File: src/rtl/mem_access_unit_pkg.sv
// Shared definitions for the MEM-stage access unit: memory op codes,
// address-error exception codes and the access FSM states.
package mem_access_unit_pkg;

   localparam int WIDTH_MOP = 4;

   localparam logic [WIDTH_MOP-1:0] MOP_NONE = 4'd0;
   localparam logic [WIDTH_MOP-1:0] MOP_LB   = 4'd1;
   localparam logic [WIDTH_MOP-1:0] MOP_LBU  = 4'd2;
   localparam logic [WIDTH_MOP-1:0] MOP_LH   = 4'd3;
   localparam logic [WIDTH_MOP-1:0] MOP_LHU  = 4'd4;
   localparam logic [WIDTH_MOP-1:0] MOP_LW   = 4'd5;
   localparam logic [WIDTH_MOP-1:0] MOP_SB   = 4'd6;
   localparam logic [WIDTH_MOP-1:0] MOP_SH   = 4'd7;
   localparam logic [WIDTH_MOP-1:0] MOP_SW   = 4'd8;

   localparam logic [4:0] EXC_ADEL = 5'd4;
   localparam logic [4:0] EXC_ADES = 5'd5;

   typedef enum logic {
      ST_IDLE = 1'b0,
      ST_WAIT = 1'b1
   } mau_state_e;

   function automatic logic mop_is_load(input logic [WIDTH_MOP-1:0] mop);
      return (mop >= MOP_LB) && (mop <= MOP_LW);
   endfunction

   function automatic logic mop_is_store(input logic [WIDTH_MOP-1:0] mop);
      return (mop >= MOP_SB) && (mop <= MOP_SW);
   endfunction

endpackage

File: src/rtl/mem_access_unit_lane_align.sv
// Byte-lane steering: store byte enables / replicated write data, and
// sign/zero extension of the selected lane of a read word.
module mem_lane_align
   import mem_access_unit_pkg::*;
(
   input  logic [WIDTH_MOP-1:0] st_mop_i,
   input  logic [1:0]           st_lane_i,
   input  logic [31:0]          st_data_i,
   output logic [3:0]           be_o,
   output logic [31:0]          st_data_o,
   input  logic [WIDTH_MOP-1:0] ld_mop_i,
   input  logic [1:0]           ld_lane_i,
   input  logic [31:0]          ld_data_i,
   output logic [31:0]          ld_data_o
);

   logic [7:0]  ld_byte;
   logic [15:0] ld_half;

   // Loads use the same enables as the store of the same width.
   always_comb begin
      be_o      = 4'b1111;
      st_data_o = st_data_i;
      case (st_mop_i)
         MOP_LB, MOP_LBU, MOP_SB: begin
            be_o      = 4'b0001 << st_lane_i;
            st_data_o = {4{st_data_i[7:0]}};
         end
         MOP_LH, MOP_LHU, MOP_SH: begin
            be_o      = st_lane_i[1] ? 4'b1100 : 4'b0011;
            st_data_o = {2{st_data_i[15:0]}};
         end
         default: ;
      endcase
   end

   always_comb begin
      ld_byte = ld_data_i[7:0];
      case (ld_lane_i)
         2'd1:    ld_byte = ld_data_i[15:8];
         2'd2:    ld_byte = ld_data_i[23:16];
         2'd3:    ld_byte = ld_data_i[31:24];
         default: ld_byte = ld_data_i[7:0];
      endcase
      ld_half = ld_lane_i[1] ? ld_data_i[31:16] : ld_data_i[15:0];

      ld_data_o = ld_data_i;
      case (ld_mop_i)
         MOP_LB:  ld_data_o = {{24{ld_byte[7]}}, ld_byte};
         MOP_LBU: ld_data_o = {24'd0, ld_byte};
         MOP_LH:  ld_data_o = {{16{ld_half[15]}}, ld_half};
         MOP_LHU: ld_data_o = {16'd0, ld_half};
         default: ;
      endcase
   end

endmodule

File: src/rtl/mem_access_unit.sv
// MEM stage: address checks, req/ack data-memory access FSM, EX forward
// pair and the MEM/WB pipeline register.
//
// state   | meaning
// ST_IDLE | no transaction outstanding; non-memory ops pass to WB
// ST_WAIT | bus_req held from registered fields until bus_ack
module mem_access_unit
   import mem_access_unit_pkg::*;
#(
   parameter logic [31:0] DM_BASE = 32'h0000_0000,
   parameter logic [31:0] DM_SIZE = 32'h0000_3000
) (
   input  logic                 clk,
   input  logic                 rst_n,
   input  logic                 clr,
   input  logic [WIDTH_MOP-1:0] memop_MEM,
   input  logic [31:0]          addr_MEM,
   input  logic [31:0]          wdata_MEM,
   input  logic [4:0]           exc_MEM,
   input  logic [4:0]           regaddr_MEM_i,
   input  logic [31:0]          regdata_MEM_i,
   output logic                 stall_MEM,
   output logic [4:0]           regaddr_MEM,
   output logic [31:0]          regdata_MEM,
   output logic                 bus_req,
   output logic                 bus_we,
   output logic [31:0]          bus_addr,
   output logic [3:0]           bus_be,
   output logic [31:0]          bus_wdata,
   input  logic                 bus_ack,
   input  logic [31:0]          bus_rdata,
   output logic [4:0]           regaddr_WB,
   output logic [31:0]          regdata_WB,
   output logic [4:0]           exc_WB,
   output logic [31:0]          badvaddr_WB
);

   mau_state_e           state_q, state_d;
   logic                 req_q, req_d, we_q, we_d, drop_q, drop_d;
   logic [31:0]          addr_q, addr_d, wdata_q, wdata_d;
   logic [3:0]           be_q, be_d;
   logic [1:0]           lane_q, lane_d;
   logic [WIDTH_MOP-1:0] mop_q, mop_d;
   logic [4:0]           rd_q, rd_d, wb_ra_q, wb_ra_d, wb_exc_q, wb_exc_d;
   logic [31:0]          wb_rd_q, wb_rd_d, wb_bva_q, wb_bva_d;

   logic        is_ld, is_st, misalign, out_of_range, fault, access;
   logic [4:0]  exc_eff;
   logic [3:0]  al_be;
   logic [31:0] al_wdata, ld_ext;

   always_comb begin
      is_ld    = mop_is_load(memop_MEM);
      is_st    = mop_is_store(memop_MEM);
      misalign = (((memop_MEM == MOP_LH) || (memop_MEM == MOP_LHU) || (memop_MEM == MOP_SH))
                  && addr_MEM[0])
              || (((memop_MEM == MOP_LW) || (memop_MEM == MOP_SW)) && (addr_MEM[1:0] != 2'b00));
      // 33-bit compare so a window ending at 2^32 does not wrap.
      out_of_range = ({1'b0, addr_MEM} < {1'b0, DM_BASE})
                  || ({1'b0, addr_MEM} >= ({1'b0, DM_BASE} + {1'b0, DM_SIZE}));
      fault    = (is_ld || is_st) && (exc_MEM == 5'd0) && (misalign || out_of_range);
      access   = (is_ld || is_st) && (exc_MEM == 5'd0) && !fault;
      exc_eff  = (exc_MEM != 5'd0) ? exc_MEM :
                 fault ? (is_ld ? EXC_ADEL : EXC_ADES) : 5'd0;
      regaddr_MEM = (is_ld || (exc_eff != 5'd0)) ? 5'd0 : regaddr_MEM_i;
      regdata_MEM = regdata_MEM_i;
   end

   mem_lane_align u_align (
      .st_mop_i  (memop_MEM),
      .st_lane_i (addr_MEM[1:0]),
      .st_data_i (wdata_MEM),
      .be_o      (al_be),
      .st_data_o (al_wdata),
      .ld_mop_i  (mop_q),
      .ld_lane_i (lane_q),
      .ld_data_i (bus_rdata),
      .ld_data_o (ld_ext)
   );

   always_comb begin
      state_d   = state_q;
      req_d     = req_q;
      we_d      = we_q;
      addr_d    = addr_q;
      be_d      = be_q;
      wdata_d   = wdata_q;
      lane_d    = lane_q;
      mop_d     = mop_q;
      rd_d      = rd_q;
      drop_d    = drop_q;
      stall_MEM = 1'b0;
      wb_ra_d   = 5'd0;
      wb_rd_d   = 32'd0;
      wb_exc_d  = 5'd0;
      wb_bva_d  = 32'd0;
      case (state_q)
         ST_IDLE: begin
            if (clr) begin
               stall_MEM = 1'b0;
            end else if (access) begin
               state_d   = ST_WAIT;
               req_d     = 1'b1;
               we_d      = is_st;
               addr_d    = {addr_MEM[31:2], 2'b00};
               be_d      = al_be;
               wdata_d   = al_wdata;
               lane_d    = addr_MEM[1:0];
               mop_d     = memop_MEM;
               rd_d      = regaddr_MEM_i;
               stall_MEM = 1'b1;
            end else begin
               wb_ra_d  = regaddr_MEM;
               wb_rd_d  = regdata_MEM_i;
               wb_exc_d = exc_eff;
               wb_bva_d = fault ? addr_MEM : 32'd0;
            end
         end
         ST_WAIT: begin
            if (clr) drop_d = 1'b1;
            if (!bus_ack) begin
               stall_MEM = 1'b1;
            end else begin
               state_d = ST_IDLE;
               req_d   = 1'b0;
               drop_d  = 1'b0;
               // A flush seen during or at the end of the wait discards the result.
               if (!drop_q && !clr && !we_q) begin
                  wb_ra_d = rd_q;
                  wb_rd_d = ld_ext;
               end
            end
         end
         default: state_d = ST_IDLE;
      endcase
   end

   always_ff @(posedge clk or negedge rst_n) begin
      if (!rst_n) begin
         state_q  <= ST_IDLE;
         req_q    <= 1'b0;
         we_q     <= 1'b0;
         addr_q   <= 32'd0;
         be_q     <= 4'd0;
         wdata_q  <= 32'd0;
         lane_q   <= 2'd0;
         mop_q    <= MOP_NONE;
         rd_q     <= 5'd0;
         drop_q   <= 1'b0;
         wb_ra_q  <= 5'd0;
         wb_rd_q  <= 32'd0;
         wb_exc_q <= 5'd0;
         wb_bva_q <= 32'd0;
      end else begin
         state_q  <= state_d;
         req_q    <= req_d;
         we_q     <= we_d;
         addr_q   <= addr_d;
         be_q     <= be_d;
         wdata_q  <= wdata_d;
         lane_q   <= lane_d;
         mop_q    <= mop_d;
         rd_q     <= rd_d;
         drop_q   <= drop_d;
         wb_ra_q  <= wb_ra_d;
         wb_rd_q  <= wb_rd_d;
         wb_exc_q <= wb_exc_d;
         wb_bva_q <= wb_bva_d;
      end
   end

   assign bus_req     = req_q;
   assign bus_we      = we_q;
   assign bus_addr    = addr_q;
   assign bus_be      = be_q;
   assign bus_wdata   = wdata_q;
   assign regaddr_WB  = wb_ra_q;
   assign regdata_WB  = wb_rd_q;
   assign exc_WB      = wb_exc_q;
   assign badvaddr_WB = wb_bva_q;

endmodule

File: config.mk
export PLATFORM = sky130hd
export DESIGN_NAME = mem_access_unit
export DESIGN_NICKNAME = d
export VERILOG_FILES = /design/src/rtl/mem_access_unit_pkg.sv /design/src/rtl/mem_access_unit_lane_align.sv /design/src/rtl/mem_access_unit.sv
export SDC_FILE = /design/constraint.sdc
export NUM_CORES = 1
export LEC_CHECK = 0
export ABC_AREA = 1
export BUFFER_PORTS_ARGS = -buffer_cell sky130_fd_sc_hd__buf_2
export CAP_MARGIN = 20
export CORE_AREA = 2 2 127 129
export CTS_BUF_LIST = sky130_fd_sc_hd__clkbuf_8
export CTS_CLUSTER_SIZE = 14
export DETAILED_ROUTE_END_ITERATION = 10
export DIE_AREA = 0 0 129 131
export GPL_TIMING_DRIVEN = 0
export PLACE_DENSITY = 0.79
export SYNTH_ARGS = -nofsm -noshare
export SYNTH_HDL_FRONTEND = slang
export SYNTH_SLANG_ARGS = --single-unit
File: constraint.sdc
create_clock -name clk -period 5.46 [get_ports clk]
set_clock_uncertainty 0.15 [all_clocks]
set_input_delay 0.273 -clock clk [delete_from_list [all_inputs] [get_ports clk]]
set_output_delay 0.273 -clock clk [all_outputs]
set_load 0.1 [all_outputs]
==> results.cfg <==
[die]
dieArea_um2 = 16900
rows = 46
num_io_pins = 328
die_x_um = 129
initial_utilization = 0.450
coreArea_um2 = 15600
fp.dieH_um = 131

[logic_synthesis]
ys_seq_elements = 155
synth_ff_type = dfrtp_1
synth_area_leader_cell = dfrtp_1
netlist_area_um2 = 7010
yosys_warnings = 0
synth_common_cells = 205 x nand2_1, 155 x dfrtp_1, 89 x inv_1, 89 x o21ai_0, 55 x nor2_1
synth-async-reset-ratio = 1.00
synth_top_area_share = 0.553
synth_area_leaders = dfrtp_1 55%, nand2_1 11%, o21ai_0 6.4%
synth_seq_area_share = 0.553
syn_avg_cell_area_um2 = 8.39
synth-edff-count = 0
netlist_instances = 836
synth_cell_types = 25
synthMostInstantiatedCell = nand2_1

[timing]
fmax_mhz = 298
rsz0062_at_grt = false
finalMaxSlewViolations = 0
tns_ps = 0
finalCritPeriodShare = 0.614
max_slew.worst_pin.slew_ps = 731
setup_viol = 0
timing.final.ws_setup_ps = 2110
relSlewSlack = 0.508
min_period_ps = 3350
hold_violations = 0

[setup_path]
rr_endpoint = regdata_WB[21]
worstSetupPathType = in2out
critPathCapture = stall_MEM
rr_worst_depth = 10
worstReg2RegStart = mop_q[2]
worstPathArrival_ps = 2930
crit_fanout = 10
required_ps = 5040
reg2reg_slack_ps = 2630
crit_start = exc_MEM[1]
start_kind = input port
end_kind = primary output

[status]
status = finished clean

[grt]
grt_pass1_vias = 7777
antenna_found_initial = 1
grt.total_usage = 0.302
grt_max_degree = 93
overflow = 0
grt_pass1_wl_mm = 38.9

[cells_and_area]
multiInputGateArea_um2 = 2280
fill_cells = 1144
syn2layout_area_growth_pct = 51.3
register_area_um2 = 3880
nets = 1456
drive_gt1_frac = 0.328

[power]
power.density_nw_per_um2 = 243
power_leakage_nw = 6.10
combPwrFrac = 0.214
ir_drop_mv = 0.173
seqPwrFrac = 0.453
intPower_mw = 1.71
p_clk_frac = 0.333
p_sw_uw = 865
switching_share = 0.336

[routing]
wl_mm = 26.1
avgRoutedWirePerCell_um = 17.0
drc = 0
drt-pass1-iter-count = 5
ant_nets = 0
dr.first_iter.drc_count = 621
vias = 7816
via_per_inst = 5.08

[cts]
root_buffer = clkbuf_8
cts_buffers = 17
htreeDepth = 4
cts_tree = yes
post_cts.repair.setup_buffers = 0
cts.sinks = 155
postCtsResizedCells = 0
clk_pin_slew_ps = 90
ctsLongestPathBuffers = 2
clock_latency_ps = 460

[place]
finalWeightedCongestion = 0.875
hpwl_mm = 17.1
io_buffers = 325
post-place-ws_ps = 2710

[run]
drv_cap = 0

[min_path]
hp-class = in2reg
==> flip-flops by register name (all words and copies together) (netlist names), 2 cells and up <==
name / count
badvaddr_WB: 32
bus_wdata: 32
regdata_WB: 32
bus_addr: 30
exc_WB: 5
rd_q: 5
regaddr_WB: 5
bus_be: 4
mop_q: 4
lane_q: 2
==> power groups by stage <==
stage	combinational [mW]	clock [mW]	sequential, mW
6_report	0.551	0.859	1.17
2_1_floorplan	0.202	0	1.31
3_3_place_gp	0.456	0	1.19
4_1_cts	0.536	0.867	1.17
3_5_place_dp	0.463	0	1.19
5_1_grt	0.579	0.918	1.17
==> cell usage in the layout (no fill, tap or decap), types with 2 or more instances in the layout <==
cell type / synthesis / layout
nand2_1: 205 / 205
clkbuf_1: 17 / 17
clkbuf_8: 0 / 18
inv_8: 0 / 3
nor3_1: 20 / 20
buf_2: 16 / 340
buf_6: 3 / 4
dfrtp_1: 155 / 155
buf_4: 38 / 38
nor2_1: 55 / 55
inv_2: 14 / 14
conb_1: 1 / 2
a21oi_1: 35 / 35
o21ai_1: 46 / 46
dlygate4sd3_1: 0 / 128
o211ai_1: 14 / 14
nand3_1: 19 / 19
nand4_1: 5 / 5
clkinvlp_4: 0 / 4
inv_6: 0 / 3
clkinv_1: 2 / 2
o21bai_1: 5 / 5
o21ai_2: 3 / 3
o21ai_0: 89 / 89
inv_1: 89 / 89
==> per-stage QoR <==
stage / power [mW] / instance area [um2] / utilization / hold slack, ps / instances
floorplan: 1.51 / 7020 / - / -173 / 837
global placement: 1.64 / 8910 / 0.571 / 297 / 1378
detailed placement: 1.65 / 8950 / 0.574 / 159 / 1379
CTS: 2.57 / 10600 / 0.680 / 0.659 / 1538
global route: 2.67 / 10600 / 0.680 / 18.0 / 1539
finish: 2.58 / 10600 / 0.680 / 12.9 / 1539
==> timing repair <==
| item | 4_1_cts | 5_1_grt |
|---|---|---|
| hold buffers | 128 | 0 |
| endpoints found under the hold margin | 194 | 0 |
| endpoints found under the setup margin | 0 | 0 |
==> routing by layer <==
layer,vias up,GRT usage,share of wire
li1,3570,-,-
met1,3657,0.326,0.35
met2,476,0.538,0.51
met3,113,0.0778,0.078
met4,0,0.176,0.053
met5,-,0,0
==> how the worst min path moves through the flow <==
stage,startpoint,end,slack (ps),cells past startpoint
6_report,wdata_MEM[30],bus_wdata[30],10,3
5_1_grt,regdata_MEM_i[8],regdata_WB[8],20,3
4_1_cts,regdata_MEM_i[8],regdata_WB[8],0.7,3
3_5_place_dp,rst_n,bus_addr[20],160,1
3_3_place_gp,bus_addr[15],bus_addr[15],300,2
2_1_floorplan,rst_n,badvaddr_WB[0],-170,0
==> kinds of logic (layout without fill, tap and decap cells) <==
| family | Yosys count | in the layout | share of synthesized area |
|---|---|---|---|
| other | 1 | 3 | 0.000535 |
| and+or+nand+nor | 306 | 306 | 0.174 |
| DFF | 155 | 155 | 0.553 |
| buffers and inverters | 179 | 664 | 0.122 |
| xor gates and xnor gates | 1 | 1 | 0.00125 |
| AOI/OAI and AO/OA | 194 | 194 | 0.149 |
==> critical path, stage by stage <==
cell and delay (ps):
dlygate4sd3_1 550, buf_2 130, nor3_1 320, nand3_1 160, nor2_1 190, nand2_1 140
nor2_4 170, inv_2 130, buf_6 170, buf_6 140, o21ai_1 90, buf_2 450
==> layout make-up <==
type	count	share of cell area
buffer	74	0.0436
tap	216	0.0255
inverter	105	0.0371
multi-input combinational	503	0.215
clock buffer	18	0.0233
clock inverter	13	0.0126
timing repair buffer	454	0.277
sequential	155	0.365
antenna	1	0.000236
Power figures use the tool's default switching activity.
